`src/rtl/exe_div_seq_if.sv`:
```
// ----------------------------------------------------------------------------
// exe_div_seq_if
//   Handshake/operand bundle between the EXE stage (master) and the
//   multi-cycle divide sequencer (slave).
//
//   Handshake: EXE raises start_i with operands stable and keeps it high
//   until it samples ready_o=1. Operands are captured only on the accept
//   cycle (IDLE & start_i & ~annul_i). ready_o marks quot_o/rem_o valid.
//   Dropping start_i in DONE retires the result. annul_i cancels any
//   pending or in-flight operation.
//
//   Signals:
//     start_i      EXE -> div  request
//     annul_i      EXE -> div  flush / branch kill
//     signed_i     EXE -> div  1 = DIV/REM, 0 = DIVU/REMU
//     dividend_i   EXE -> div  op1
//     divisor_i    EXE -> div  op2
//     quot_o       div -> EXE  quotient (valid while ready_o)
//     rem_o        div -> EXE  remainder (valid while ready_o)
//     ready_o      div -> EXE  result valid
//     stall_req_o  div -> ctrl freeze IF..EXE
// ----------------------------------------------------------------------------
interface exe_div_seq_if #(
    parameter int XLEN = 32
);
    logic            start_i;
    logic            annul_i;
    logic            signed_i;
    logic [XLEN-1:0] dividend_i;
    logic [XLEN-1:0] divisor_i;
    logic [XLEN-1:0] quot_o;
    logic [XLEN-1:0] rem_o;
    logic            ready_o;
    logic            stall_req_o;

    modport master (
        output start_i, annul_i, signed_i, dividend_i, divisor_i,
        input  quot_o, rem_o, ready_o, stall_req_o
    );

    modport slave (
        input  start_i, annul_i, signed_i, dividend_i, divisor_i,
        output quot_o, rem_o, ready_o, stall_req_o
    );
endinterface

```
`src/rtl/exe_div_seq.sv`:
```
// ----------------------------------------------------------------------------
// exe_div_seq
//   Multi-cycle RV32M divide sequencer (DIV/DIVU/REM/REMU). One restoring
//   iteration per cycle on operand magnitudes, sign fix-up on the way into
//   DONE. Divide-by-zero and signed overflow short-circuit to DONE in one
//   cycle.
//
//   Ports:
//     clk_i        clock, rising edge
//     rst_i        synchronous reset, active-high
//     bus          exe_div_seq_if.slave (start/annul/signed/operands in,
//                  quot/rem/ready/stall_req out)
//     dbg_state_o  current FSM state (0 IDLE, 1 BUSY, 2 DONE)
// ----------------------------------------------------------------------------
module exe_div_seq #(
    parameter int XLEN = 32
) (
    input  logic         clk_i,
    input  logic         rst_i,
    exe_div_seq_if.slave bus,
    output logic [1:0]   dbg_state_o
);
    localparam int CW = $clog2(XLEN) + 1;

    typedef enum logic [1:0] {
        S_IDLE = 2'd0,
        S_BUSY = 2'd1,
        S_DONE = 2'd2
    } state_t;

    state_t          r_state;
    logic [CW-1:0]   r_cnt;
    logic [XLEN-1:0] r_dvd;   // dividend magnitude, shifts out MSB-first, collects quotient bits
    logic [XLEN-1:0] r_dsr;   // divisor magnitude
    logic [XLEN-1:0] r_prem;  // partial remainder
    logic            r_neg_q;
    logic            r_neg_r;
    logic [XLEN-1:0] r_quot;
    logic [XLEN-1:0] r_rem;
    logic            r_ready;

    logic            w_accept;
    logic            w_div_zero;
    logic            w_ovf;
    logic            w_a_neg;
    logic            w_b_neg;
    logic [XLEN-1:0] w_a_abs;
    logic [XLEN-1:0] w_b_abs;
    logic [XLEN:0]   w_prem_sh;
    logic [XLEN+1:0] w_trial;
    logic            w_qbit;
    logic [XLEN-1:0] w_prem_nx;
    logic [XLEN-1:0] w_dvd_nx;
    logic            w_last;

    assign w_accept   = (r_state == S_IDLE) & bus.start_i & ~bus.annul_i;
    assign w_div_zero = (bus.divisor_i == '0);
    assign w_ovf      = bus.signed_i
                      & (bus.dividend_i == {1'b1, {(XLEN-1){1'b0}}})
                      & (bus.divisor_i == '1);

    assign w_a_neg = bus.signed_i & bus.dividend_i[XLEN-1];
    assign w_b_neg = bus.signed_i & bus.divisor_i[XLEN-1];
    // 0x8000_0000 negates to itself, which is the correct unsigned magnitude.
    assign w_a_abs = w_a_neg ? -bus.dividend_i : bus.dividend_i;
    assign w_b_abs = w_b_neg ? -bus.divisor_i  : bus.divisor_i;

    // Two guard bits on the trial subtract so its MSB is a clean sign.
    assign w_prem_sh = {r_prem, r_dvd[XLEN-1]};
    assign w_trial   = {1'b0, w_prem_sh} - {2'b00, r_dsr};
    assign w_qbit    = ~w_trial[XLEN+1];
    assign w_prem_nx = w_qbit ? w_trial[XLEN-1:0] : w_prem_sh[XLEN-1:0];
    assign w_dvd_nx  = {r_dvd[XLEN-2:0], w_qbit};
    assign w_last    = (r_cnt == CW'(XLEN - 1));

    always_ff @(posedge clk_i) begin
        if (rst_i) begin
            r_state <= S_IDLE;
            r_cnt   <= '0;
            r_dvd   <= '0;
            r_dsr   <= '0;
            r_prem  <= '0;
            r_neg_q <= 1'b0;
            r_neg_r <= 1'b0;
            r_quot  <= '0;
            r_rem   <= '0;
            r_ready <= 1'b0;
        end else begin
            case (r_state)
                S_IDLE: begin
                    if (w_accept) begin
                        if (w_div_zero) begin
                            r_quot  <= '1;
                            r_rem   <= bus.dividend_i;
                            r_ready <= 1'b1;
                            r_state <= S_DONE;
                        end else if (w_ovf) begin
                            r_quot  <= bus.dividend_i;
                            r_rem   <= '0;
                            r_ready <= 1'b1;
                            r_state <= S_DONE;
                        end else begin
                            r_dvd   <= w_a_abs;
                            r_dsr   <= w_b_abs;
                            r_prem  <= '0;
                            r_cnt   <= '0;
                            r_neg_q <= w_a_neg ^ w_b_neg;
                            r_neg_r <= w_a_neg;
                            r_state <= S_BUSY;
                        end
                    end
                end
                S_BUSY: begin
                    // Annul beats the final iteration: no result is published.
                    if (bus.annul_i) begin
                        r_quot  <= '0;
                        r_rem   <= '0;
                        r_ready <= 1'b0;
                        r_state <= S_IDLE;
                    end else begin
                        r_prem <= w_prem_nx;
                        r_dvd  <= w_dvd_nx;
                        r_cnt  <= r_cnt + CW'(1);
                        if (w_last) begin
                            r_quot  <= r_neg_q ? -w_dvd_nx  : w_dvd_nx;
                            r_rem   <= r_neg_r ? -w_prem_nx : w_prem_nx;
                            r_ready <= 1'b1;
                            r_state <= S_DONE;
                        end
                    end
                end
                S_DONE: begin
                    // Holding start_i keeps the result; it never relaunches.
                    if (bus.annul_i || !bus.start_i) begin
                        r_quot  <= '0;
                        r_rem   <= '0;
                        r_ready <= 1'b0;
                        r_state <= S_IDLE;
                    end
                end
                default: begin
                    r_quot  <= '0;
                    r_rem   <= '0;
                    r_ready <= 1'b0;
                    r_state <= S_IDLE;
                end
            endcase
        end
    end

    assign bus.quot_o      = r_quot;
    assign bus.rem_o       = r_rem;
    assign bus.ready_o     = r_ready;
    assign bus.stall_req_o = w_accept | (r_state == S_BUSY);
    assign dbg_state_o     = r_state;
endmodule

```
`src/flat_wrapper.sv`:
```
// flat-port wrapper written by rule: the top's interface ports become plain ports
module exe_div_seq_flat 
#(
    parameter int XLEN = 32
)
  (clk_i, rst_i, dbg_state_o, bus_start_i, bus_annul_i, bus_signed_i, bus_dividend_i, bus_divisor_i, bus_quot_o, bus_rem_o, bus_ready_o, bus_stall_req_o);
  exe_div_seq_if #(.XLEN(XLEN)) bus_i ();
  input  logic clk_i;
  input  logic rst_i;
  output logic [1:0] dbg_state_o;
  input wire logic [$bits(bus_i.start_i)-1:0] bus_start_i;
  input wire logic [$bits(bus_i.annul_i)-1:0] bus_annul_i;
  input wire logic [$bits(bus_i.signed_i)-1:0] bus_signed_i;
  input wire logic [$bits(bus_i.dividend_i)-1:0] bus_dividend_i;
  input wire logic [$bits(bus_i.divisor_i)-1:0] bus_divisor_i;
  output wire logic [$bits(bus_i.quot_o)-1:0] bus_quot_o;
  output wire logic [$bits(bus_i.rem_o)-1:0] bus_rem_o;
  output wire logic [$bits(bus_i.ready_o)-1:0] bus_ready_o;
  output wire logic [$bits(bus_i.stall_req_o)-1:0] bus_stall_req_o;
  assign bus_i.start_i = bus_start_i;
  assign bus_i.annul_i = bus_annul_i;
  assign bus_i.signed_i = bus_signed_i;
  assign bus_i.dividend_i = bus_dividend_i;
  assign bus_i.divisor_i = bus_divisor_i;
  assign bus_quot_o = bus_i.quot_o;
  assign bus_rem_o = bus_i.rem_o;
  assign bus_ready_o = bus_i.ready_o;
  assign bus_stall_req_o = bus_i.stall_req_o;
  exe_div_seq #(.XLEN(XLEN)) u_core (.clk_i(clk_i), .rst_i(rst_i), .bus(bus_i), .dbg_state_o(dbg_state_o));
endmodule
```
`config.mk`:
```
export PLATFORM = sky130hd
export DESIGN_NAME = exe_div_seq_flat
export DESIGN_NICKNAME = d
export VERILOG_FILES = /design/src/rtl/exe_div_seq_if.sv /design/src/rtl/exe_div_seq.sv /design/src/flat_wrapper.sv
export SDC_FILE = /design/constraint.sdc
export NUM_CORES = 1
export LEC_CHECK = 0
export CELL_PAD_IN_SITES_DETAIL_PLACEMENT = 1
export CELL_PAD_IN_SITES_GLOBAL_PLACEMENT = 2
export CORE_ASPECT_RATIO = 1.25
export CORE_MARGIN = 10
export CORE_UTILIZATION = 33
export DETAILED_ROUTE_END_ITERATION = 8
export PLACE_DENSITY = 0.89
export SYNTH_ARGS = -nofsm -noshare
export SYNTH_HDL_FRONTEND = slang
export SYNTH_SLANG_ARGS = --single-unit
export TNS_END_PERCENT = 30
```
`constraint.sdc`:
```
create_clock -name clk_i -period 5.7 [get_ports clk_i]
set_clock_uncertainty 0.1 [all_clocks]
set_input_delay 1.14 -clock clk_i [delete_from_list [all_inputs] [get_ports clk_i]]
set_output_delay 1.14 -clock clk_i [all_outputs]
set_load 0.005 [all_outputs]
```
==> qor.yml <==
critical_path_class: "reg2reg"
hold_path_class: "reg2reg"
ys_seq_area_frac: 0.289
dpl.hpwl_um: 39100
area.growth.synth_to_final_pct: 21.4
diodes: 0
dp.cells: 2102
synthCells: 1547
ys_warn_count: 0
grt_pass1_vias: 12769
grt_max_degree: 77
irDropWorstVdd_uv: 231
synth_seq_cells: 171
instances_no_fill: 2133
avgSynthCellArea_um2: 7.66
routed_wl_um: 49800
slew-limit-headroom: 0.211
final_nets: 1755
syn_area_um2: 11900
cts_setup_buffers: 0
port_buffers: 136
path_cells: "inv_1, ha_1, and2_4, a221oi_2, a2111oi_4, o311ai_4, nand2_4, buf_4, inv_2, ha_1, nand2_1, or2_1, nand2b_1, or3_4, nand3b_1, o31ai_1, xor2_1, o21ai_0, a22o_1"
cts_root_buf: "clkbuf_16"
synthFlopType: "dfxtp_1"
cp-start-kind: "register"
htree_levels: 4
first_pass_iters: 9
viasPerCell: 5.84
die_w_um: 190
drt_iter0_markers: 1060
crit_fanout: 12
maxCapViolations: 0
boundaryPins: 137
fmax_mhz: 199
max_stage_delay_ns: 0.44
worst_pin_slew_ns: 1.17
dieArea_um2: 44000
grt_pass1_wl_um: 75500
overflow: 0
status: "finished with violations"
wire_per_inst_um: 23.4
mostFrequentLayoutCell: "nor2_1"
cts_tree: "yes"
final_core_utilization: 0.406
grtUsageTotal: 0.220
vias: 12455
gp_congestion: 0.915
antenna_found_initial: 0
finalCritPeriodShare: 0.882
crit_arrival_ns: 5.28
ant_nets: 0
setup_viol: 0
yosys.cell_types.count: 87
cp_slowest_cell: "or3_4"
setup_tns_ns: 0
synthArstFlopShare: 0
initial_utilization: 0.334
drive_above_1_share: 0.0681
end_kind: "register"
synth_nets: 1655
clk_pin_slew_ns: 0.07
period_needed_ns: 5.03
p_total_mw: 4.10
insertion_delay_ns: 0.47
drc_errors: 9
clockBufferDepth: 2
power.density_nw_per_um2: 285
die_h_um: 232
mostFrequentLayoutCells: "nor2_1 (188), dfxtp_1 (171), clkdlybuf4s50_1 (135)"
cts_resized: 0
required_ns: 5.95
cts_buffers: 17
core-area_um2: 35500
hold_violations: 0
violations: "design-rule violations"
cts_hold_buf: 0
rows: 77
cts_sinks: 171
power_leakage_nw: 5.24
synth_edf_count: 0
rsz0062_at_grt: "false"
drv_slew: 0
critPathMostFrequentCell: "ha_1"
-- layer usage --
layer,routed length [µm],vias to the layer above,GRT usage
li1,-,5856,-
met1,19300,6158,0.232
met2,25600,340,0.401
met3,1930,101,0.0362
met4,3010,0,0.131
met5,0,-,0
-- power by group --
part / switching, mW / internal (mW)
Clock: 0.525 / 0.743
Sequential: 0.0653 / 1.26
Combinational: 0.974 / 0.530
-- metrics by stage --
step           hold WS (ns)  instance area [µm²]  setup slack [ns]
6_report              0.352                14400             0.674
5_1_grt               0.364                14400             0.374
3_5_place_dp          0.345                13800             0.489
4_1_cts               0.353                14400             0.691
2_1_floorplan         0.332                11900              1.05
3_3_place_gp          0.341                13800             0.555
-- worst paths after layout --
check                   start                     to  slack (ns)  cells after the start
min reg2reg  u_core.r_dsr[31]       u_core.r_dsr[31]        0.35                      2
max           u_core.r_dsr[4]  u_core.bus.quot_o[28]        0.67                     19
max reg2reg   u_core.r_dsr[4]  u_core.bus.quot_o[28]        0.67                     19
min          u_core.r_dsr[31]       u_core.r_dsr[31]        0.35                      2
-- sequential cells by signal, summed over array words and instances, names as in the netlist --
name	cells
u_core.r_cnt	6
u_core.dbg_state_o	2
u_core.r_dvd	32
u_core.r_dsr	32
u_core.bus.quot_o	32
u_core.bus.ready_o	1
u_core.r_prem	32
u_core.r_neg_r	1
u_core.r_neg_q	1
u_core.bus.rem_o	32
-- area by class of cell --
type                       count  area, µm²
clock buffer                  21        450
clock inverter                10        165
fill                        4334      21100
inverter                      61        229
multi-input combinational   1216       7830
sequential                   171       3420
tap                          474        593
timing repair buffer         180       1700
-- cells by family (layout without fill, tap and decap cells) --
kind of cell / Yosys count / count (layout) / synth area share
mux: 13 / 13 / 0.0110
flops: 171 / 171 / 0.289
compound gates: 516 / 516 / 0.296
xor+xnor: 143 / 143 / 0.106
buf+inv: 160 / 272 / 0.0535
fa+ha+maj: 39 / 39 / 0.0418
simple gates: 505 / 505 / 0.203
-- cell usage after synthesis, types with 4 or more instances --
cell type	instances	area, µm²
a211oi_1	33	248
a21boi_0	5	37.5
a21o_1	7	52.6
a21oi_1	114	571
a222oi_1	30	300
a22o_1	23	201
a22oi_1	49	368
a31oi_1	15	93.8
and2_1	11	68.8
and3_1	7	43.8
buf_1	7	26.3
buf_2	9	45.0
clkbuf_1	79	297
dfxtp_1	171	3420
ha_1	38	475
inv_1	58	218
mux2i_1	13	130
nand2_1	121	454
nand2b_1	9	56.3
nand3_1	29	145
nand4_1	20	125
nor2_1	188	706
nor2b_1	10	62.6
nor3_1	35	175
nor4_1	11	68.8
o211ai_1	4	30.0
o21a_1	6	45.0
o21ai_0	130	651
o21ai_1	20	100
o21bai_1	4	30.0
o31ai_1	27	203
o41ai_1	8	70.1
o41ai_2	5	81.3
or2_2	4	25.0
or3_1	20	125
or4_1	15	113
xnor2_1	62	543
xor2_1	81	709
-- worst max-delay path: cells and delay by family (launching register included) --
kind | cells | cell delay (ns)
buffers and inverters | 3 | 0.45
DFF | 1 | 0.30
adders and majority gates | 2 | 0.51
xor gates and xnor gates | 1 | 0.17
and+or+nand+nor | 7 | 1.74
AOI/OAI and AO/OA | 6 | 1.64
Note: power is estimated with default switching activity, not from simulation.
